`config.mk`:
```
export PLATFORM = sky130hd
export DESIGN_NAME = dll_fetcher
export DESIGN_NICKNAME = d
export VERILOG_FILES = /design/src/rtl/dll_fetcher.sv
export SDC_FILE = /design/constraint.sdc
export NUM_CORES = 1
export LEC_CHECK = 0
export BUFFER_PORTS_ARGS = -buffer_cell sky130_fd_sc_hd__buf_2
export CAP_MARGIN = 25
export CORE_AREA = 2 2 82 84
export DETAILED_ROUTE_END_ITERATION = 8
export DIE_AREA = 0 0 84 86
export PLACE_DENSITY = 0.9
export REMOVE_ABC_BUFFERS = 1
export SYNTH_ARGS = -nofsm -noshare
export SYNTH_HDL_FRONTEND = slang
export SYNTH_SLANG_ARGS = --single-unit
```
`constraint.sdc`:
```
create_clock -name clk_sys -period 6.2 [get_ports clk_sys]
set_input_delay 0.62 -clock clk_sys [delete_from_list [all_inputs] [get_ports clk_sys]]
set_output_delay 0.62 -clock clk_sys [all_outputs]
set_load 0.05 [all_outputs]
```
`src/rtl/dll_fetcher.sv`:
```
// dll_fetcher: walks the MARIA display-list-list, fetching one 3-byte zone
// entry per zone and pacing the zones against scanline ends.
module dll_fetcher (
  input  logic        clk_sys,
  input  logic        reset,
  input  logic [15:0] ZP,
  input  logic        dma_en,
  input  logic        frame_start,
  input  logic        line_end,
  output logic        mem_req,
  output logic [15:0] mem_addr,
  input  logic        mem_ack,
  input  logic [7:0]  mem_data,
  output logic [15:0] dl_ptr,
  output logic [3:0]  line_offset,
  output logic        holey16,
  output logic        holey8,
  output logic        dl_valid,
  output logic        dli_req,
  output logic        late_fetch
);

  typedef enum logic [2:0] {
    S_IDLE   = 3'd0,
    S_FETCH0 = 3'd1,
    S_FETCH1 = 3'd2,
    S_FETCH2 = 3'd3,
    S_WAIT   = 3'd4
  } state_t;

  state_t      r_state;
  state_t      w_next_state;

  logic [15:0] r_dll_ptr;
  logic [7:0]  r_byte0;
  logic [7:0]  r_byte1;
  logic [15:0] r_dl_ptr;
  logic [3:0]  r_line_offset;
  logic        r_holey16;
  logic        r_holey8;
  logic        r_dli_bit;
  logic        r_dl_valid;
  logic        r_dli_req;
  logic        r_late_fetch;
  logic        r_line_pending;

  logic        w_ack;
  logic        w_apply;
  logic        w_unused_rsvd;

  always_ff @(posedge clk_sys) begin
    if (reset) r_state <= S_IDLE;
    else       r_state <= w_next_state;
  end

  // Request and address come straight from the state, so an abort or DMA
  // disable removes the request in the very next cycle.
  always_comb begin
    w_next_state = r_state;
    mem_req      = 1'b0;
    mem_addr     = 16'h0000;
    case (r_state)
      S_FETCH0: begin mem_req = 1'b1; mem_addr = r_dll_ptr;          end
      S_FETCH1: begin mem_req = 1'b1; mem_addr = r_dll_ptr + 16'd1;  end
      S_FETCH2: begin mem_req = 1'b1; mem_addr = r_dll_ptr + 16'd2;  end
      default:  ;
    endcase
    w_ack   = mem_req & mem_ack;
    w_apply = (r_state == S_WAIT) & (r_line_pending | line_end);

    if (!dma_en) begin
      w_next_state = S_IDLE;
    end else if (frame_start) begin
      w_next_state = S_FETCH0;
    end else begin
      case (r_state)
        S_FETCH0: if (w_ack) w_next_state = S_FETCH1;
        S_FETCH1: if (w_ack) w_next_state = S_FETCH2;
        S_FETCH2: if (w_ack) w_next_state = S_WAIT;
        S_WAIT:   if (w_apply && r_line_offset == 4'd0) w_next_state = S_FETCH0;
        default:  w_next_state = r_state;
      endcase
    end
  end

  always_ff @(posedge clk_sys) begin
    if (reset) begin
      r_dll_ptr      <= 16'h0000;
      r_byte0        <= 8'h00;
      r_byte1        <= 8'h00;
      r_dl_ptr       <= 16'h0000;
      r_line_offset  <= 4'd0;
      r_holey16      <= 1'b0;
      r_holey8       <= 1'b0;
      r_dli_bit      <= 1'b0;
      r_dl_valid     <= 1'b0;
      r_dli_req      <= 1'b0;
      r_late_fetch   <= 1'b0;
      r_line_pending <= 1'b0;
    end else begin
      r_dl_valid <= 1'b0;
      r_dli_req  <= 1'b0;
      if (!dma_en) begin
        // DMA off: everything visible to the renderer is frozen.
      end else if (frame_start) begin
        r_dll_ptr      <= ZP;
        r_late_fetch   <= 1'b0;
        r_line_pending <= 1'b0;
      end else begin
        case (r_state)
          S_FETCH0, S_FETCH1, S_FETCH2: begin
            if (line_end) begin
              if (r_line_pending) r_late_fetch   <= 1'b1;
              else                r_line_pending <= 1'b1;
            end
            if (w_ack) begin
              if (r_state == S_FETCH0) r_byte0 <= mem_data;
              if (r_state == S_FETCH1) r_byte1 <= mem_data;
              if (r_state == S_FETCH2) begin
                r_dl_ptr      <= {r_byte1, mem_data};
                r_line_offset <= r_byte0[3:0];
                r_holey16     <= r_byte0[6];
                r_holey8      <= r_byte0[5];
                r_dli_bit     <= r_byte0[7];
                r_dl_valid    <= 1'b1;
                r_dli_req     <= r_byte0[7] & (r_byte0[3:0] == 4'd0);
                r_dll_ptr     <= r_dll_ptr + 16'd3;
              end
            end
          end
          S_WAIT: begin
            // A pending line and a fresh one together: consume one, keep one.
            if (w_apply) begin
              r_line_pending <= r_line_pending & line_end;
              if (r_line_offset != 4'd0) begin
                r_line_offset <= r_line_offset - 4'd1;
                if (r_line_offset == 4'd1 && r_dli_bit) r_dli_req <= 1'b1;
              end
            end
          end
          default: ;
        endcase
      end
    end
  end

  assign w_unused_rsvd = r_byte0[4];

  assign dl_ptr      = r_dl_ptr;
  assign line_offset = r_line_offset;
  assign holey16     = r_holey16;
  assign holey8      = r_holey8;
  assign dl_valid    = r_dl_valid;
  assign dli_req     = r_dli_req;
  assign late_fetch  = r_late_fetch;

endmodule

```
# ---- Yosys cells after proc, flatten, opt, wreduce, memory -nomap -nowiden
# Cells that the tools add are included.
dict set report word_totals {
  register_bits 62
  output_inout_bits 42
}
dict set report op_classes {
  mux 32
  n_bitwise 9
  n_eq_ne 19
  addsub 4
  n_reduce_logical 27
}
# cell n
set op_table {}
lappend op_table {{$mux 16} 4}
lappend op_table {{$pmux 16 s3} 1}
lappend op_table {{$add 16x2->16 const B} 2}
lappend op_table {{$reduce_and 5->1} 5}
lappend op_table {{$add 16x1->16 const B} 1}
lappend op_table {{$mux 4} 4}
lappend op_table {{$mux 1} 15}
lappend op_table {{$mux 3} 4}
lappend op_table {{$ne 3x3->1 const B} 4}
lappend op_table {{$pmux 3 s4} 1}
lappend op_table {{$reduce_and 4->1} 3}
lappend op_table {{$reduce_bool 2->1} 6}
lappend op_table {{$logic_not 4->1} 2}
lappend op_table {{$ne 2x1->1 const B} 4}
lappend op_table {{$ne 2x2->1 const B} 4}
lappend op_table {{$pmux 4 s2} 1}
lappend op_table {{$reduce_bool 4->1} 2}
lappend op_table {{$reduce_and 7->1} 1}
lappend op_table {{$eq 3x2->1 const B} 2}
lappend op_table {{$reduce_or 3->1} 2}
lappend op_table {{$reduce_bool 5->1} 1}
lappend op_table {{$reduce_or 5->1} 1}
lappend op_table {{$and 1x1->1} 4}
lappend op_table {{$eq 4x1->1 const B} 1}
lappend op_table {{11 further kinds} 16}

# ---- Depth between registers and ports, before layout
dict set report logic_depth {
  word_depth 7
  depth_mapped 7
}

# ---- Least setup slack after synthesis
# No wires, ideal clock.
dict set report synth_path {
  path_type {flip-flop to output port}
  start {register r_dll_ptr[2]}
  end {output mem_addr[10]}
  arrival_ns 2.694
  t_required_ns 5.580
  path_slack_ns 2.886
  path_stages_with_launch 7
  cell_sequence {dfxtp_1 buf_2 and3_1 buf_1 and3_1 a32oi_1 o41ai_1}
}
dict set report synth_between {
  elab_chain_cells 2
  elab_cells_between_ends 3
  cone_classes {add/sub (2); mux (1)}
}
# item line
set synth_lines {}
lappend synth_lines {{from (decl)} 34} ;# logic [15:0] r_dll_ptr;
lappend synth_lines {{from (signal assigned)} 127} ;# r_dll_ptr <= r_dll_ptr + 16'd3;
lappend synth_lines {{$add 16x2->16 or $add 16x1->16 (tied branches)} {65, 64}}
lappend synth_lines {{$pmux 16 s3 (*)} 62} ;# case (r_state)
lappend synth_lines {{to (decl)} 11} ;# output logic [15:0] mem_addr,
# Every way passes the cells marked *; elsewhere a longest branch is shown, timed or not.

# ---- Final worst setup path
dict set report layout_path {
  start {register r_dll_ptr[2]}
  end {output mem_addr[9]}
}
# The elaborated chain is that of the path after synthesis.

==> metrics.md <==
| Metric | Value |
|---|---|
| Post-DRT Antenna Nets | 0 |
| Antenna fix cells | 0 |
| Clock skew | 7.40 ps |
| Final setup fails | 0 |
| Status | finished clean |
| CTS Root Cell | clkbuf_8 |
| Die height | 86 µm |
| Fin cells | 605 |
| Crit-path cells | ha_1, o2111ai_1, or3_1, a21boi_0, buf_2 |
| Worst r2r path cells | 6 |
| Worst endpoint data arrival time | 2650 ps |
| Minimum clock period | 3270 ps |
| Slowest stage cell, crit path | dfxtp_1 |
| CTS sink cnt | 61 |
| All-layer global routing usage | 29.2% |
| Req. time, crit path | 5580 ps |
| Post-synthesis cell type count | 67 |
| Initial DRT Pass Iterations | 5 |
| Antenna violations before repair | 0 |
| # DRC | 0 |
| Most frequent cells in the layout | buf_2, nand2_1, dfxtp_1, a21oi_1, nor2_1 |
| Row Count | 29 |
| Crit. End Element | output pin |
| Worst-path clk slew | 80 ps |
| Final WL | 10,300 µm |
| Placed insts | 589 |
| CTS tree | done |
| Core area | 6280 µm² |
| PortBufs | 71 |
| Final GP Congestion | 0.944 |
| Primary FF master, synth | dfxtp_1 |
| Peak supply drop | 0.169 mV |
| Layout Nets | 559 |
| RSZ-0062 raised after global routing | no |
| Hpwl dp | 6960 µm |
| Final-report hold violation count | 0 |
| Layout cells sized above 1 | 19.1% |
| # Post-CTS Setup Buffers | 0 |
| Gates resized, CTS repair | 0 |
| Power Dens Cells | 206 nW/µm² |
| CTS Hold Bufs | 0 |
| Worst path max stage delay | 550 ps |
| Crit Path Max Fanout | 15 |
| R2R Path Start | r_dll_ptr[0] |
| Critical path class | flop to output pin |
| H-tree levels | 3 |
| Number of global-route vias before repair | 3,631 |
| Die W | 84 µm |
| Crit start category | flop |
| Area delta synth->final | 13.6% |
| Ys Warns | 0 |
| Post-synth EDFFs | 0 |
| Share of the yosys chip area belonging to registers | 33.3% |
| Pin count of the biggest net entering global routing | 41 |
| Synth area leaders | dfxtp_1, nand2_1, a21oi_1, mux2i_1, o21ai_0 |
| Setup TNS | 0 ps |
| Vias | 3,969 |
| Wirelength per Cell | 17.0 µm |
| Synthesized area per cell | 7.62 µm² |
| Commonest non-fill, non-tap cell in the layout | buf_2 |
| End of the critical path | mem_addr[9] |
| Tightest Hold Check Type | flop to flop |
| Initial Utilization | 58.4% |
| Final period util | 52.7% |
| Share of the synthesized area in the top cell type | 33.3% |
| Syn Std Cell Area | 3660 µm² |
| DR iter-0 viols | 474 |
| Min-Delay Startpoint | dl_ptr[5] |
| Yosys reg bits | 61 |
| Worst r2r dst | r_dll_ptr[12] |
| Die area | 7220 µm² |
| CTS Buf Count | 9 |
| CP Launch Point | r_dll_ptr[2] |
| Via/cell ratio | 6.56 |
| Final Max Slew Viols | 0 |
| Global-route wire length before repair | 17,400 µm |
| Post-synth ARST share | 0% |
| Area leader, netlist | dfxtp_1 |
| Leakage power | 0.00166 µW |
| Worst Max-Slew Pin Slew | 914 ps |
| Worst reg2reg setup slack | 3680 ps |
| Clock buffer depth | 2 |
| Max-Cap Viols | 0 |
| Grt ovf | 0 |
| Io pins | 72 |
| Worst-skew pair later-pin latency | 340 ps |
| Cell count after synthesis | 481 |
| F_max | 0.306 GHz |
| Headroom to the max-slew limit | 39.0% |
-- metal layers --
layer | part of all wire [%] | routed length, µm | track usage, % | up-vias
li1 | - | - | - | 1853
met1 | 40 | 4150 | 36.7 | 1840
met2 | 48 | 4970 | 49.9 | 241
met3 | 8.9 | 911 | 5.77 | 35
met4 | 2.5 | 261 | 10.7 | 0
met5 | 0 | 0 | 0 | -
-- synthesized netlist by cell type, drive strengths merged (4+ instances only) --
| cell | instances |
|---|---|
| buf | 15 |
| a32o | 4 |
| o41ai | 5 |
| or4 | 4 |
| a211oi | 5 |
| a31oi | 8 |
| nor2b | 6 |
| inv | 10 |
| nand2 | 69 |
| dfxtp | 61 |
| o21ai | 32 |
| mux2i | 19 |
| nor2 | 36 |
| nor4 | 6 |
| nor3 | 16 |
| ha | 6 |
| clkbuf | 28 |
| nand2b | 6 |
| or3 | 4 |
| nand4 | 9 |
| o31ai | 7 |
| o211ai | 7 |
| and3 | 8 |
| nand3 | 8 |
| and4 | 4 |
| a21oi | 43 |
| and2 | 4 |
-- worst max-delay path, delay by kind of cell (launching register included) --
kind / cells / cell delay [ps]
compound gates: 2 / 490
fa+ha+maj: 1 / 540
buf+inv: 1 / 280
flops: 1 / 550
simple gates: 1 / 440
-- cell type report --
type,instances,area [µm²]
Sequential cell,61,1220
Timing Repair Buffer,74,378
Tap cell,77,96.3
Clock inverter,7,83.8
Inverter,11,41.3
Multi-Input combinational cell,366,2220
Clock buffer,9,124
Fill cell,574,2120
-- worst min path at each step --
stage	cells after the start	endpoint	slack, ps
after floorplan	2	dl_ptr[10]	430
after global placement	2	dl_ptr[7]	440
after detailed placement	2	dl_ptr[5]	450
after CTS	2	dl_ptr[5]	460
after global routing	2	dl_ptr[13]	480
final	2	dl_ptr[5]	460
-- sequential cells by signal, summed over array words and instances, names as in the netlist --
name	flops
holey8	1
holey16	1
r_byte0	7
late_fetch	1
dl_ptr	16
line_offset	4
dl_valid	1
r_dli_bit	1
dli_req	1
r_dll_ptr	16
r_byte1	8
r_line_pending	1
r_state	3
-- where the power goes --
group	leakage [µW]	internal, µW	switching, µW
clock network	0.000102	192	179
logic	0.00106	27.4	48.5
registers	0.000493	397	15.4
total	0.00166	616	243
-- cell families after synthesis --
logic type | share of synthesized area [%]
compound gates | 25.5
xor+xnor | 0.956
simple gates | 26.5
fa+ha+maj | 2.05
flops | 33.3
mux | 5.50
buf+inv | 6.15
-- metrics by stage --
| step | power (µW) | setup slack, ps | util [%] | hold WS [ps] | cell area (µm²) |
|---|---|---|---|---|---|
| 2_1_floorplan | 459 | 2870 | - | 425 | 3480 |
| 3_3_place_gp | 493 | 3420 | 63.0 | 440 | 3950 |
| 3_5_place_dp | 495 | 3340 | 63.0 | 448 | 3950 |
| 4_1_cts | 859 | 2960 | 66.3 | 459 | 4160 |
| 5_1_grt | 895 | 2740 | 66.3 | 480 | 4160 |
| 6_report | 859 | 2930 | 66.3 | 457 | 4160 |
No activity file was read; power rests on OpenSTA's default activity.
